File: config.mk
export PLATFORM = sky130hd
export DESIGN_NAME = rate_bridge_fifo
export DESIGN_NICKNAME = d
export VERILOG_FILES = /design/src/rtl/rate_bridge_fifo.sv
export SDC_FILE = /design/constraint.sdc
export NUM_CORES = 1
export LEC_CHECK = 0
export CORE_UTILIZATION = 43
export CTS_CLUSTER_SIZE = 25
export DETAILED_ROUTE_END_ITERATION = 16
export PLACE_DENSITY_LB_ADDON = 0.25
export SKIP_LAST_GASP = 1
export SYNTH_ARGS = -nofsm -noshare
export SYNTH_HDL_FRONTEND = slang
export SYNTH_SLANG_ARGS = --single-unit
File: constraint.sdc
create_clock -name fast_clk -period 6.2 [get_ports fast_clk]
set_clock_uncertainty 0.15 [all_clocks]
set_input_delay 1.24 -clock fast_clk [delete_from_list [all_inputs] [get_ports fast_clk]]
set_output_delay 1.24 -clock fast_clk [all_outputs]
set_load 0.005 [all_outputs]
File: src/rtl/rate_bridge_fifo.sv
// -----------------------------------------------------------------------------
// rate_bridge_fifo
//
// Single-clock bridge that carries multi-channel sample words from a producer
// running at an arbitrary rate to a consumer paced by a periodic slow_tick
// strobe. A DEPTH-entry FIFO absorbs rate jitter. The input side uses
// valid/ready backpressure. The output side presents one word per tick, and
// an empty FIFO at tick time is reported and counted as an underrun.
//
// Optional feature macro: RATE_BRIDGE_PREFILL_EN
//   defined   : the FSM starts in FILL after reset and ignores ticks until the
//               FIFO holds at least DEPTH/2 words. Any underrun in RUN sends
//               it back to FILL.
//   undefined : the bridge is permanently in RUN.
//
// Parameters
//   WIDTH     bits per channel sample
//   CHANNELS  channels carried in parallel; all channels share one FIFO entry
//   DEPTH     FIFO entries; must be a power of two and at least 2
//
// Ports
//   fast_clk      single clock for all logic
//   reset         synchronous, active-high reset
//   in_valid      producer has a word on in_data
//   in_ready      bridge accepts a word this cycle (!full && !reset)
//   in_data       channel c occupies bits [c*WIDTH +: WIDTH]
//   slow_tick     one-cycle consumer pacing strobe
//   out_data      registered output word
//   out_strobe    one-cycle pulse; out_data was updated or re-presented
//   underrun      one-cycle pulse alongside out_strobe when the FIFO was empty
//   underrun_cnt  saturating underrun count
//   level         current FIFO occupancy, 0..DEPTH
// -----------------------------------------------------------------------------
module rate_bridge_fifo #(
    parameter int WIDTH    = 12,
    parameter int CHANNELS = 2,
    parameter int DEPTH    = 8
) (
    input  logic                        fast_clk,
    input  logic                        reset,
    input  logic                        in_valid,
    output logic                        in_ready,
    input  logic [CHANNELS*WIDTH-1:0]   in_data,
    input  logic                        slow_tick,
    output logic [CHANNELS*WIDTH-1:0]   out_data,
    output logic                        out_strobe,
    output logic                        underrun,
    output logic [15:0]                 underrun_cnt,
    output logic [$clog2(DEPTH):0]      level
);

    localparam int PTR_W = $clog2(DEPTH);
    localparam int LVL_W = PTR_W + 1;

    localparam logic [LVL_W-1:0] LEVEL_FULL = LVL_W'(DEPTH);
    localparam logic [LVL_W-1:0] LEVEL_ONE  = LVL_W'(1);

    // -------------------------------------------------------------------------
    // Occupancy and pointer state
    // -------------------------------------------------------------------------
    logic [PTR_W-1:0] wr_ptr_reg;
    logic [PTR_W-1:0] rd_ptr_reg;
    logic [LVL_W-1:0] level_reg;
    logic             out_strobe_reg;
    logic             underrun_reg;
    logic [15:0]      underrun_cnt_reg;

    logic full;
    logic empty;
    logic push;
    logic run_active;   // FSM allows ticks to be processed
    logic tick_run;     // a tick processed this cycle
    logic pop;          // tick with data available
    logic miss;         // tick with the FIFO empty

    assign full  = (level_reg == LEVEL_FULL);
    assign empty = (level_reg == '0);

    // Depends only on registered occupancy and reset. It never looks ahead to
    // a same-cycle pop, so a full FIFO refuses the push even while a tick
    // drains it.
    assign in_ready = !full && !reset;
    assign push     = in_valid && in_ready;

    assign tick_run = slow_tick && run_active;
    // No fall-through: pop decisions use the level before this cycle's push,
    // so a word written at edge N is first visible to a tick at edge N+1.
    assign pop      = tick_run && !empty;
    assign miss     = tick_run && empty;

    // -------------------------------------------------------------------------
    // FILL / RUN control
    // -------------------------------------------------------------------------
`ifdef RATE_BRIDGE_PREFILL_EN
    localparam logic [LVL_W-1:0] LEVEL_HALF = LVL_W'(DEPTH / 2);

    typedef enum logic {
        FILL = 1'b0,
        RUN  = 1'b1
    } state_t;

    state_t state_reg;

    always_ff @(posedge fast_clk) begin
        if (reset) begin
            state_reg <= FILL;
        end else begin
            case (state_reg)
                FILL: begin
                    if (level_reg >= LEVEL_HALF) begin
                        state_reg <= RUN;
                    end
                end
                RUN: begin
                    // The underrun itself is still pulsed and counted by the
                    // datapath below; this only re-arms the prefill.
                    if (miss) begin
                        state_reg <= FILL;
                    end
                end
                default: state_reg <= FILL;
            endcase
        end
    end

    assign run_active = (state_reg == RUN);
`else
    assign run_active = 1'b1;
`endif

    // -------------------------------------------------------------------------
    // Pointers, level, strobes and underrun counter
    // -------------------------------------------------------------------------
    always_ff @(posedge fast_clk) begin
        if (reset) begin
            wr_ptr_reg       <= '0;
            rd_ptr_reg       <= '0;
            level_reg        <= '0;
            out_strobe_reg   <= 1'b0;
            underrun_reg     <= 1'b0;
            underrun_cnt_reg <= '0;
        end else begin
            // DEPTH is a power of two, so the pointers wrap naturally.
            if (push) begin
                wr_ptr_reg <= wr_ptr_reg + 1'b1;
            end
            if (pop) begin
                rd_ptr_reg <= rd_ptr_reg + 1'b1;
            end

            case ({push, pop})
                2'b10:   level_reg <= level_reg + LEVEL_ONE;
                2'b01:   level_reg <= level_reg - LEVEL_ONE;
                default: level_reg <= level_reg;
            endcase

            out_strobe_reg <= tick_run;
            underrun_reg   <= miss;

            if (miss && (underrun_cnt_reg != 16'hFFFF)) begin
                underrun_cnt_reg <= underrun_cnt_reg + 16'd1;
            end
        end
    end

    assign out_strobe   = out_strobe_reg;
    assign underrun     = underrun_reg;
    assign underrun_cnt = underrun_cnt_reg;
    assign level        = level_reg;

    // -------------------------------------------------------------------------
    // Storage: one RAM per channel, written on push and read into the output
    // register on pop. The registered read maps onto block RAM output regs.
    // On an underrun the output register simply keeps its previous word.
    // -------------------------------------------------------------------------
    for (genvar gi = 0; gi < CHANNELS; gi++) begin : g_chan
        logic [WIDTH-1:0] mem [DEPTH];
        logic [WIDTH-1:0] sample_reg;

        always_ff @(posedge fast_clk) begin
            if (push) begin
                mem[wr_ptr_reg] <= in_data[gi*WIDTH +: WIDTH];
            end
        end

        always_ff @(posedge fast_clk) begin
            if (reset) begin
                sample_reg <= '0;
            end else if (pop) begin
                sample_reg <= mem[rd_ptr_reg];
            end
        end

        assign out_data[gi*WIDTH +: WIDTH] = sample_reg;
    end

endmodule

# ---- Yosys cells after proc, flatten, opt, wreduce, memory -nomap -nowiden
# Memory sizes are Yosys's and may differ from the RTL's. A register that Yosys moved wholly into a read port is not among the register bits.
# Index checks and enable logic that the tools add are counted.
dict set report op_classes {
  add_sub_neg 5
  eq_ne 4
  muxes 3
  n_reduce_logical 10
}
# cell n
set op_table {}
lappend op_table {{$add 16x1->16 const B} 1}
lappend op_table {{$ne 16x16->1 const B} 1}
lappend op_table {{$pmux 4 s2} 1}
lappend op_table {{$add 3x1->3 const B} 2}
lappend op_table {{$logic_and 1x1->1} 5}
lappend op_table {{$add 4x1->4 const B} 1}
lappend op_table {{$eq 4x4->1 const B} 1}
lappend op_table {{$logic_not 4->1} 1}
lappend op_table {{$sub 4x1->4 const B} 1}
lappend op_table {{$logic_not 1->1} 3}
lappend op_table {{$eq 2x1->1 const B} 1}
lappend op_table {{$eq 2x2->1 const B} 1}
lappend op_table {{$mux 1} 2}
lappend op_table {{$reduce_bool 2->1} 1}
dict set report totals {
  ff_bits 28
  ram_bits 192
  memories 2
}
# name depth width read_ports rd_ports_with_merged_regs write_ports line
set memory_table {}
lappend memory_table {{g_chan[0].mem} 8 12 1 1 1 177} ;# logic [WIDTH-1:0] mem [DEPTH];
lappend memory_table {{g_chan[1].mem} 8 12 1 1 1 177}

# ---- Depth between registers and ports, before layout
dict set report logic_depth {
  ltp_word 6
  ltp_mapped 11
  ltp_nobuf 10
}

# ---- Worst setup path before layout
# OpenSTA, ideal clock, no wires.
dict set report synth_path {
  path_type {input -> register}
  startpoint {input reset}
  endpoint {memory g_chan[0].mem[0][0], enable pin}
  arrival_ns 3.824
  required_time_ns 5.615
  path_slack_ns 1.791
  stages 4
  path_cell_list {clkbuf_1 a211oi_1 nand2b_1 nor3_1}
}
dict set report synth_between {
  elab_chain_len 5
}
# element line
set synth_rtl {}
lappend synth_rtl {{start, declared} 40} ;# input logic reset,
lappend synth_rtl {{$logic_not 1->1} 82} ;# assign in_ready = !full && !reset;
lappend synth_rtl {{$logic_and 1x1->1} 82}
lappend synth_rtl {{$logic_and 1x1->1} 83} ;# assign push = in_valid && in_ready;
lappend synth_rtl {{$mux 1} 181} ;# if (push) begin
lappend synth_rtl {{$mux 1 (not written as such)} 182} ;# mem[wr_ptr_reg] <= in_data[gi*WIDTH +: WIDTH];
lappend synth_rtl {{end, declared} 177}
# Every way passes these cells.

# ---- Worst setup path after layout
dict set report layout_path {
  startpoint {input in_valid}
  endpoint {memory g_chan[1].mem[6][0], enable pin}
}
dict set report layout_between {
  elab_chain_len 3
}
# element line
set layout_rtl {}
lappend layout_rtl {{start, declared} 41} ;# input logic in_valid,
lappend layout_rtl {{$logic_and 1x1->1} 83}
lappend layout_rtl {{$mux 1} 181}
lappend layout_rtl {{$mux 1 (not written as such)} 182}
lappend layout_rtl {{end, declared} 177}
# Every way passes these cells.

==> run summary <==
The switching power is 0.00111 W. The worst setup path is launched from an input pin. The proportion of register bits with asynchronous set or reset after synthesis came out at 0. At the worst endpoint, the required time is 6.25 ns. Summed over all layers, the routed wires come to 18100 um. The adder-cell share of the synthesized area came out at 0.00795. Of the total power, registers draw 0.476. The max-slew violation count is 0. The reported max-cap violation count is 0. The register with the most flip-flops in the layout has 192 of them. The TritonCTS sink count came out at 244. The number of flip-flops and latches in the synthesized netlist is 244. Among all flip-flop cells after synthesis, the most frequent one is sky130_fd_sc_hd__edfxtp_1. The fraction of the mapped netlist area in compound gates came to 0.0499. The share of total power dissipated in combinational logic is 0.189. The setup TNS came out at 0 ns.

The worst-case headroom to the max-slew limit is 0.186. 75 I/O pins were placed. The signal on the critical path passes through clkdlybuf4s50_1 > inv_1 > a211oi_1 > nand2b_1 > nor2_2 > buf_4. In the layout the commonest cells are sky130_fd_sc_hd__edfxtp_1 (192), sky130_fd_sc_hd__clkdlybuf4s50_1 (73), sky130_fd_sc_hd__dfxtp_1 (49). The cell with the largest stage delay on the worst path is sky130_fd_sc_hd__a211oi_1. The total area inside the core boundary comes to 0.0213 mm^2. The number of resized instances in the post-cts repair step came out at 0. For this design the static power due to leakage is 3.48 nW. The routability congestion estimate came out at 0.744. The post-synth design cell area is 0.00945 mm^2. The die is 150 um tall. The final global-route overflow total is 0. The beginning of the worst register-to-register path is level[1]. In this run the register-to-register setup slack is 2.86 ns. The path with the worst hold slack has its endpoint at g_chan[0].sample_reg[1].

The highest clock frequency the design can meet came out at 261 MHz. The maximum resistive drop on vdd came out at 0.000242 V. The number of failing hold endpoints at the final stage is 0. The routed layout has 5000 vias. In the routed design, unresolved DRC markers number 0. The measured slew at the worst slew-check pin came out at 1.21 ns.

For this design the ratio of total power to cell area is 383 mW/mm^2. The wire length of the first global-routing pass came out at 28900 um. The worst hold path belongs to the class reg2reg. The area growth from synthesis to layout is 19.7%. The worst register-to-register path ends at g_chan[1].mem[6][0]. The worst setup path is captured at a register. The initialized floorplan defines 53 standard-cell rows.

The origin of the worst min-delay path is g_chan[0].sample_reg[1]. Of the post-synthesis cell area, the part taken by muxes is 0.143. The number of buffer and inverter stages on the critical path is 3. The number of warning messages in the yosys log is 0. The post-synthesis net count came out at 570.

The final-report setup violation count is 0. The effective utilization at floorplan is 0.444. Port buffering added 74 buffers.

The flow ran to the end, and the final reports show no timing, DRC or antenna violations. The number of inserted diodes came out at 0. The peak fanout along the critical path came out at 13. After clock tree synthesis, the clock-pin slew on the worst setup and hold paths is 0.06 ns. In this run the remaining antenna-violating nets after routing total 0. The final clock period utilization by the worst path is 0.618. The average routed wire per standard cell is 19.9 um. Dividing the synthesized area by the synthesized cell count gives 17.6 um^2.

The share of layout cells above drive strength 1 is 0.191. The number of flops mapped to enable cells by yosys came out at 192. The worst setup path is of the in2reg kind. Of the total power, the share spent switching nets is 0.256. The data arrival at the endpoint of the critical path came out at 3.88 ns. The total clock buffers created by CTS is 25.

The internal cell power came out at 0.00322 W. The maximum buffer depth of the clock tree came out at 3. Of the total synthesized cell area, the portion taken by AND, OR, NAND and NOR gates is 0.0564. The clock network power share came out at 0.335.

The main combinational cell family by area after synthesis is multiplexers. TritonCTS built the clock tree. The DRC violation total after the first TritonRoute iteration came out at 243. The pin count of the biggest net entering global routing is 54. The portion of the post-synthesis area used by sequential elements came out at 0.721. The count of nets after finishing came out at 651. At the later pin of the worst-skew pair, clock insertion delay measures 0.51 ns.

The largest stage delay on the critical path is 0.72 ns. The area share of xor/xnor cells in the synthesized design is 0.00464. Broken down by cell family, the worst path's largest delay share belongs to simple AND/OR/NAND/NOR gates. The library cell used as clock root buffer is sky130_fd_sc_hd__clkbuf_16.

The final critical path time including I/O delays and setup came out at 3.83 ns. The number of setup buffers added after CTS is 0. The via count of the first global-routing pass is 5119.

The cell count after synthesis is 536. The CTS H-tree depth came out at 1. Setup repair after global routing left no endpoint under its margin.

Before antenna repair, the detailed router went through 5 iterations. The ratio of routed vias to standard cells came out at 5.49. Synthesis instantiated 44 different standard cells from the library.

The number of antenna violations at the first check in global routing came to 0. The number of buffers inserted by hold repair at cts is 0. The final-layout worst hold slack is 0.347 ns. The area of the die came out at 0.0226 mm^2. The depth of the worst register-to-register path came out at 5. The library cell used most frequently in the layout, excluding fill and tap cells, is sky130_fd_sc_hd__edfxtp_1. In the global route stage, overall resource usage came out at 0.170. Detailed placement finished with a half-perimeter wire length of 10700 um. The worst hold path depth is 2.

The x dimension of the die came out at 150 um.
-- power groups by stage --
| stage | combinational, W | clock, W | sequential [W] |
|---|---|---|---|
| floorplan | 0.000585 | 0 | 0.00200 |
| global placement | 0.000812 | 0 | 0.00210 |
| detailed placement | 0.000832 | 0 | 0.00211 |
| CTS | 0.000834 | 0.00148 | 0.00207 |
| global route | 0.000900 | 0.00154 | 0.00209 |
| finish | 0.000819 | 0.00145 | 0.00206 |
-- worst register-to-register path, stage by stage (launching register included) --
cell                       delay (ns)
sky130_fd_sc_hd__dfxtp_1         0.56
sky130_fd_sc_hd__nor3_1          0.13
sky130_fd_sc_hd__a211oi_1        0.77
sky130_fd_sc_hd__nand2b_1        0.35
sky130_fd_sc_hd__nor2_2          0.70
sky130_fd_sc_hd__buf_4           0.38
-- synthesized netlist by cell type (4+ instances only) --
cell type | instances | area share
sky130_fd_sc_hd__o31ai_1 | 12 | 0.0095
sky130_fd_sc_hd__or4_1 | 9 | 0.0072
sky130_fd_sc_hd__xor2_1 | 4 | 0.0037
sky130_fd_sc_hd__nand2b_1 | 4 | 0.0026
sky130_fd_sc_hd__a211oi_1 | 26 | 0.021
sky130_fd_sc_hd__nand4_1 | 5 | 0.0033
sky130_fd_sc_hd__buf_2 | 7 | 0.0037
sky130_fd_sc_hd__inv_1 | 6 | 0.0024
sky130_fd_sc_hd__edfxtp_1 | 192 | 0.61
sky130_fd_sc_hd__nand3_1 | 7 | 0.0037
sky130_fd_sc_hd__o21ai_0 | 5 | 0.0026
sky130_fd_sc_hd__dfxtp_1 | 52 | 0.11
sky130_fd_sc_hd__clkbuf_1 | 20 | 0.0079
sky130_fd_sc_hd__mux4_2 | 48 | 0.11
sky130_fd_sc_hd__ha_1 | 6 | 0.0079
sky130_fd_sc_hd__or3_1 | 4 | 0.0026
sky130_fd_sc_hd__nand2_1 | 11 | 0.0044
sky130_fd_sc_hd__mux2i_1 | 26 | 0.028
sky130_fd_sc_hd__nor2_1 | 40 | 0.016
sky130_fd_sc_hd__a21oi_1 | 20 | 0.011
-- layer usage --
metal | up-vias | GRT usage | wire length (um)
li1 | 2334 | - | -
met1 | 2527 | 0.229 | 7970
met2 | 115 | 0.287 | 9080
met3 | 24 | 0.0221 | 725
met4 | 0 | 0.0530 | 325
met5 | - | 0 | 0
-- how the worst max path moves through the flow --
stage                     depth (start not counted)  slack (ns)  startpoint                   to
after floorplan                                   4        1.79       reset  g_chan[0].mem[0][0]
after CTS                                         6        2.34    in_valid  g_chan[1].mem[6][0]
after global placement                            6        1.92    in_valid  g_chan[1].mem[6][4]
final                                             6        2.37    in_valid  g_chan[1].mem[6][0]
after detailed placement                          6        1.82    in_valid  g_chan[1].mem[6][4]
after global routing                              6        2.10    in_valid  g_chan[1].mem[6][0]
-- kinds of logic (layout without fill, tap and decap cells) --
logic type / count (synthesis) / in the layout
simple gates: 99 / 99
buf+inv: 37 / 136
fa+ha+maj: 6 / 6
compound gates: 70 / 70
mux: 75 / 75
flops: 244 / 244
xor+xnor: 5 / 5
-- layout make-up --
| class | instances | area (um^2) |
|---|---|---|
| Sequential cell | 244 | 6810 |
| Inverter | 6 | 22.5 |
| Multi-Input combinational cell | 255 | 2500 |
| Tap cell | 275 | 344 |
| Fill cell | 1677 | 9980 |
| Clock buffer | 30 | 664 |
| Timing Repair Buffer | 85 | 818 |
| Clock inverter | 15 | 138 |
-- stage by stage --
| step | cell area, um^2 | std cells | total power, W | util | setup slack [ns] |
|---|---|---|---|---|---|
| after floorplan | 9450 | 536 | 0.00258 | - | 1.79 |
| after CTS | 11300 | 910 | 0.00438 | 0.531 | 2.34 |
| final | 11300 | 910 | 0.00433 | 0.531 | 2.37 |
| after global routing | 11300 | 910 | 0.00453 | 0.531 | 2.10 |
| after global placement | 10500 | 865 | 0.00291 | 0.493 | 1.92 |
| after detailed placement | 10500 | 865 | 0.00294 | 0.493 | 1.82 |
No activity file was read; power rests on OpenSTA's default activity.
